$ cat src/rtl/cla_seq_add_ctrl.sv
// Serialised WIDTH-bit add/subtract: one 4-bit carry-lookahead slice reused per nibble,
// LSB nibble first, with the carry held in a register between nibbles.
module cla4_slice (
    input  logic [3:0] a,
    input  logic [3:0] b,
    input  logic       ci,
    output logic [3:0] s,
    output logic       c3,
    output logic       co
);
    logic [3:0] g, p;
    logic [4:0] c;

    always_comb begin
        g    = a & b;
        p    = a ^ b;
        c[0] = ci;
        c[1] = g[0] | (p[0] & ci);
        c[2] = g[1] | (p[1] & g[0]) | (p[1] & p[0] & ci);
        c[3] = g[2] | (p[2] & g[1]) | (p[2] & p[1] & g[0]) | (p[2] & p[1] & p[0] & ci);
        c[4] = g[3] | (p[3] & g[2]) | (p[3] & p[2] & g[1]) | (p[3] & p[2] & p[1] & g[0])
             | (p[3] & p[2] & p[1] & p[0] & ci);
        s    = p ^ c[3:0];
        c3   = c[3];
        co   = c[4];
    end
endmodule

module cla_seq_add_ctrl #(
    parameter int WIDTH = 16
) (
    input  logic             clk,
    input  logic             rst,
    input  logic             in_valid,
    output logic             in_ready,
    input  logic [WIDTH-1:0] a,
    input  logic [WIDTH-1:0] b,
    input  logic             cin,
    input  logic             sub,
    output logic             out_valid,
    input  logic             out_ready,
    output logic [WIDTH-1:0] sum,
    output logic             cout,
    output logic             ovf,
    output logic             busy
);
    localparam int NIB = WIDTH / 4;
    localparam int IW  = (NIB > 1) ? $clog2(NIB) : 1;

    typedef enum logic [1:0] {IDLE, RUN, DONE} state_t;

    state_t           state, nxt;
    logic [IW-1:0]    idx;
    logic             carry;
    logic [WIDTH-1:0] a_reg, b_reg;
    logic [3:0]       s_nib;
    logic             c3_nib, co_nib;
    logic             last;

    assign last = (idx == IW'(NIB - 1));

    cla4_slice u_slice (
        .a  (a_reg[{idx, 2'b00} +: 4]),
        .b  (b_reg[{idx, 2'b00} +: 4]),
        .ci (carry),
        .s  (s_nib),
        .c3 (c3_nib),
        .co (co_nib)
    );

    always_ff @(posedge clk or posedge rst) begin
        if (rst) state <= IDLE;
        else     state <= nxt;
    end

    always_comb begin
        nxt = state;
        case (state)
            IDLE:    if (in_valid) nxt = RUN;
            RUN:     if (last) nxt = DONE;
            DONE:    if (out_valid && out_ready) nxt = IDLE;
            default: nxt = IDLE;
        endcase
    end

    always_comb begin
        in_ready = (state == IDLE);
        busy     = (state != IDLE);
    end

    // Subtract is a + ~b + 1, so the inversion and the forced carry happen at accept.
    always_ff @(posedge clk or posedge rst) begin
        if (rst) begin
            idx       <= '0;
            carry     <= 1'b0;
            a_reg     <= '0;
            b_reg     <= '0;
            sum       <= '0;
            cout      <= 1'b0;
            ovf       <= 1'b0;
            out_valid <= 1'b0;
        end else begin
            // out_valid rises one edge after DONE is entered and drops on the handshake edge.
            out_valid <= (state == DONE) && !(out_valid && out_ready);
            case (state)
                IDLE: if (in_valid) begin
                    a_reg <= a;
                    b_reg <= sub ? ~b : b;
                    carry <= sub | cin;
                    idx   <= '0;
                    sum   <= '0;
                    cout  <= 1'b0;
                    ovf   <= 1'b0;
                end
                RUN: begin
                    sum[{idx, 2'b00} +: 4] <= s_nib;
                    carry <= co_nib;
                    if (last) begin
                        cout <= co_nib;
                        ovf  <= c3_nib ^ co_nib;
                        idx  <= '0;
                    end else begin
                        idx <= idx + IW'(1);
                    end
                end
                default: ;
            endcase
        end
    end
endmodule
$ cat config.mk
export PLATFORM = sky130hd
export DESIGN_NAME = cla_seq_add_ctrl
export DESIGN_NICKNAME = d
export VERILOG_FILES = /design/src/rtl/cla_seq_add_ctrl.sv
export SDC_FILE = /design/constraint.sdc
export NUM_CORES = 1
export LEC_CHECK = 0
export CAP_MARGIN = 40
export CORE_ASPECT_RATIO = 1.2
export CORE_MARGIN = 2
export CORE_UTILIZATION = 45
export DETAILED_ROUTE_END_ITERATION = 6
export GPL_TIMING_DRIVEN = 0
export PLACE_DENSITY = 0.78
export SETUP_SLACK_MARGIN = 0.1
export SYNTH_ARGS = -nofsm -noshare
export SYNTH_HDL_FRONTEND = slang
export SYNTH_SLANG_ARGS = --single-unit
$ cat constraint.sdc
create_clock -name clk -period 3.36 [get_ports clk]
set_input_delay 0.672 -clock clk [delete_from_list [all_inputs] [get_ports clk]]
set_output_delay 0.672 -clock clk [all_outputs]
set_load 0.005 [all_outputs]
# [After elaboration in Yosys (flattened, before gate mapping)]
# Cells that the tools add are included.
[word_totals] regBits=56 inputBits=38 out_inout_bits=21 wordCells=81
[classes] addsub=2 n_eq_ne=6 shifts=4 muxes=18 n_bitwise=32 reduce_logical=10
[ops] cell="$mux W16" n=2
[ops] cell="$pmux W16 S2" n=1
[ops] cell="$shiftx A16 B5 Y4" n=2
[ops] cell="$and A1 B1 Y1" n=16
[ops] cell="$bwmux W16" n=1
[ops] cell="$not A16 Y16" n=1
[ops] cell="$shift A4 B6 Y16 const A" n=1
[ops] cell="$shiftx A4 B6 Y16" n=1
[ops] cell="$or A1 B1 Y1" n=11
[ops] cell="$mux W2" n=5
[ops] cell="$xor A4 B4 Y4" n=2
[ops] cell="$neg A4 Y6" n=1
[ops] cell="$pmux W1 S2" n=3
[ops] cell="$pmux W2 S3" n=1
[ops] cell="$reduce_and A3 Y1" n=2
[ops] cell="$and A4 B4 Y4" n=1
[ops] cell="$eq A2 B2 Y1 const B" n=2
[ops] cell="$mux W1" n=4
[ops] cell="$ne A2 B2 Y1 const B" n=2
[ops] cell="$pmux W2 S2" n=1
[ops] cell="$reduce_and A2 Y1" n=2
[ops] cell="$reduce_bool A2 Y1" n=2
[ops] cell="$add A2 B1 Y2 const B" n=1
[ops] cell="$eq A2 B1 Y1 const B" n=1
[ops] cell="other kinds (5)" n=6

# [Depth between registers and ports, before layout]
[logic_depth] depth_word=10 depth_mapped=7 depth_no_buf=6

# [By module]
# From an unflattened synthesis, not the netlist that was laid out.
[unflattened] hier_cells=255 area_unflattened_um2=2797.7
[modules_own_cells] mod="cla_seq_add_ctrl" instances=1 cells_per_inst=237 area_per_inst_um2=2642.5 seq_area_each_um2=1401.3
[modules_own_cells] mod="cla4_slice" instances=1 cells_per_inst=18 area_per_inst_um2=155.1 seq_area_each_um2=0.0

# [Worst setup path before layout]
# OpenSTA, ideal clock, no wires.
[synth_path] kind="register to register" start="reg idx[0]" end="reg sum[11]" setup_ns=0.121 arrival_time_ns=2.266 required_ns=3.239 setup_slack_ns=0.973 stages_incl_launch_ff=8 n_path_buf=1 period_less_slack_ns=2.387 path_cell_list="dfrtp_1 -> buf_4 -> mux4_2 -> ha_1 -> a41oi_1 -> o21ai_2 -> xor2_1 -> a22o_1"
[synth_between] elab_chain_len=10 elab_cells_between_ends=25 cone_classes="add/sub (1); shift (4); mux (2); bitwise (18)"
[synth_lines] item="start: declaration" line_no="53" source="logic [IW-1:0] idx;"
[synth_lines] item="start signal: assignment" line_no="123" source="idx <= idx + IW'(1);"
[synth_lines] item="$shiftx A16 B5 Y4 (on tied branches)" line_no="63, 64"
[synth_lines] item="$xor A4 B4 Y4 or $and A4 B4 Y4 (tied branches)" line_no="16, 15"
[synth_lines] item="$and A1 B1 Y1" line_no="20" source="c[3] = g[2] | (p[2] & g[1]) | (p[2] & p[1] & g[0]) | (p[2] & p[1] & p[0] & ci);"
[synth_lines] item="$or A1 B1 Y1 or $and A1 B1 Y1 (tied branches) (2 in a row)" line_no="20"
[synth_lines] item="$or A1 B1 Y1" line_no="20"
[synth_lines] item="$xor A4 B4 Y4" line_no="23" source="s = p ^ c[3:0];"
[synth_lines] item="$shiftx A4 B6 Y16" line_no="116" source="sum[{idx, 2'b00} +: 4] <= s_nib;"
[synth_lines] item="$bwmux W16 (*)" line_no="116"
[synth_lines] item="$pmux W16 S2 (*)" line_no="105" source="case (state)"
[synth_lines] item="end signal: indexed assignment" line_no="116"
[synth_lines] item="end: declaration" line_no="42" source="output logic [WIDTH-1:0] sum,"
# Mark *: on every way between the ends. The rest lies on a longest branch, timed or not.
# A chain may end at the register's enable or synchronous reset.

# [Worst setup path in the final report]
# Same ends and word-level chain as after synthesis.

==> impl_metrics.ini <==
[clock_tree]
cts_tree = yes
ctsResizeCount = 0
clkSlewWorstSetupHoldPaths_ns = 0.10
post_cts_buffers = 0
cts_inserted_buffers = 5
clk_latency_ns = 0.31
clockBufferDepth = 2
root_buffer = clkbuf_8
cts.hold.buffers_added = 0
clock-sinks = 56
ctsHtreeMaxLevel = 2

[synth]
synth_top_area_frac = 0.494
syn_area_per_cell_um2 = 12.6
syn_inst = 226
synth.net_count = 274
ys_top_cells_by_area = dfrtp_1 49%, mux2_4 7.9%, mux4_2 6.3%, xnor2_1 5.2%, a22o_1 4.9%
ys_types = 40
synth_area_leader_cell = dfrtp_1
synth_edf_count = 0
syn_area_um2 = 2840
ys.warnings.count = 0
synth_ff_type = dfrtp_1
yosysMostFrequentCell = dfrtp_1
yosysSeqAreaShare = 0.494
ys_seq_elements = 56
synth_common_cells = 56 x dfrtp_1, 19 x a21oi_1, 17 x nor2_1, 17 x xnor2_1, 16 x a22o_1
ys_async_sr_fraction = 1.00

[finish]
utilization = 0.599
fill_cells = 512
antenna_cells = 0
fin_nets = 339
layout-drive-gt1-share = 0.178
syn_to_final_growth_pct = 27.7
fin_cells = 374

[routing]
drt-pass1-iter-count = 4
routedWlPerCell_um = 15.1
first_iter_violations = 99
postRouteAntennaNets = 0
post-route-drc-count = 0
drt-total-wl_mm = 5.64
vias = 1961
vias_per_cell = 5.24

[timing]
slew_viol_final = 0
finClkSkew_ns = 0.00931
period_share = 0.807
max_slew.worst_pin.slew_ns = 0.571
clock.fmax_mhz = 369
setup_violations = 0
maxSlewHeadroom = 0.619
hold_viol_final = 0
period_minus_slack_ns = 2.71
setup_tns_ns = 0
grt_setup_unrepaired = no

[grt]
track_usage = 0.174
grt_pass1_vias = 2032
antenna_found_initial = 0
grt_pass1_wl_mm = 9.69
grt_max_degree = 31
grt-ovfl-total = 0

[hold_path]
hp-start = ovf
whs_path_depth = 2
worstHoldPathType = flip-flop to flip-flop
min_to = ovf

[placed_design]
dp_hpwl_mm = 4.32
gp_congestion = 0.786
place_inst = 366
io_buffers = 57

[die]
io-pin-count = 59
die_h_um = 91.0
initial_core_util = 0.469
rows = 31
fp.dieW_um = 76.5
dieArea_um2 = 6960
core_area_um2 = 6050

[worst_setup_path]
cp_data_arrival_time_ns = 2.96
r2r-end = sum[11]
reg2reg_slack_ns = 0.65
path_max_fanout = 10
required_ns = 3.61
critPathLaunchType = flip-flop
critical_path_class = flip-flop to flip-flop
reg2reg_depth = 7
end_kind = flip-flop
rr_startpoint = idx[0]

[power]
max-vdd-ir-drop_v = 0.000483
power_density_nw_per_um2 = 1000
leakage_uw = 0.00156

[job]
max-cap-violations = 0

[status]
outcome = complete, no violations
[per-layer routing]
metal  vias to the layer above  share of wire  global-route usage
li1                        928              -                   -
met1                       965           0.43               0.219
met2                        58           0.52               0.301
met3                        10          0.038              0.0388
met4                         0          0.016              0.0515
met5                         -              0                   0
[cell type report]
cell class	instances	area, um2	share of cell area
plain buffers	12	91.3	0.0252
clock buffers	7	86.3	0.0238
clock inverters	1	7.51	0.00207
inverters	7	26.3	0.00725
multi-input cells	151	1320	0.364
flip-flops and latches	56	1400	0.387
well taps	82	103	0.0283
repair buffers	58	591	0.163
[how the worst max path moves through the flow]
stage	end	start	cells past startpoint	slack, ns
final	sum[11]	idx[0]	7	0.65
after global routing	sum[15]	idx[0]	7	0.42
after CTS	sum[11]	idx[0]	7	0.62
after detailed placement	sum[11]	idx[0]	7	0.65
after global placement	b_reg[13]	rst	2	0.37
after floorplan	sum[11]	idx[0]	7	0.97
[through the flow]
step / worst slack, ns / power [uW] / cell area [um2] / hold slack [ns]
2_1_floorplan: 0.973 / 2640 / 2840 / 0.466
3_3_place_gp: 0.373 / 3200 / 3510 / 0.469
3_5_place_dp: 0.654 / 3270 / 3530 / 0.477
4_1_cts: 0.621 / 3660 / 3620 / 0.497
5_1_grt: 0.416 / 3920 / 3620 / 0.531
6_report: 0.649 / 3640 / 3620 / 0.488
[kinds of logic (layout without fill, tap and decap cells)]
family / after synthesis / count (layout) / share of synthesized area
buffers and inverters: 19 / 85 / 0.0414
AO/OA/AOI/OAI: 51 / 51 / 0.123
multiplexers: 25 / 25 / 0.150
adder cells (fa/ha/maj): 10 / 10 / 0.0467
AND/OR/NAND/NOR: 46 / 46 / 0.0864
XOR/XNOR: 19 / 19 / 0.0586
flip-flops: 56 / 56 / 0.494
[cell usage in the layout (no fill, tap or decap), drive strengths merged, types with 2 or more instances in the layout]
master	count
a21o	2
a21oi	19
a22o	16
and3	2
buf	12
clkbuf	8
clkdlybuf4s50	57
dfrtp	56
ha	9
inv	7
mux2	16
mux4	8
nand2	15
nand2b	3
nor2	18
nor2b	2
o21ai	5
xnor2	17
xor2	2
[worst max-delay path: stages, from the launching register on]
cell	delay [ns]
dfrtp_1	0.52
buf_4	0.30
mux4_2	0.59
ha_1	0.33
a41oi_1	0.23
o21ai_2	0.14
xor2_1	0.36
a22o_1	0.20
[power breakdown]
group | switching (uW) | leakage, uW | internal (uW)
Sequential | 182 | 0.000688 | 968
Combinational | 1090 | 0.000827 | 1030
Clock | 212 | 0.0000445 | 168
Power figures use the tool's default switching activity.
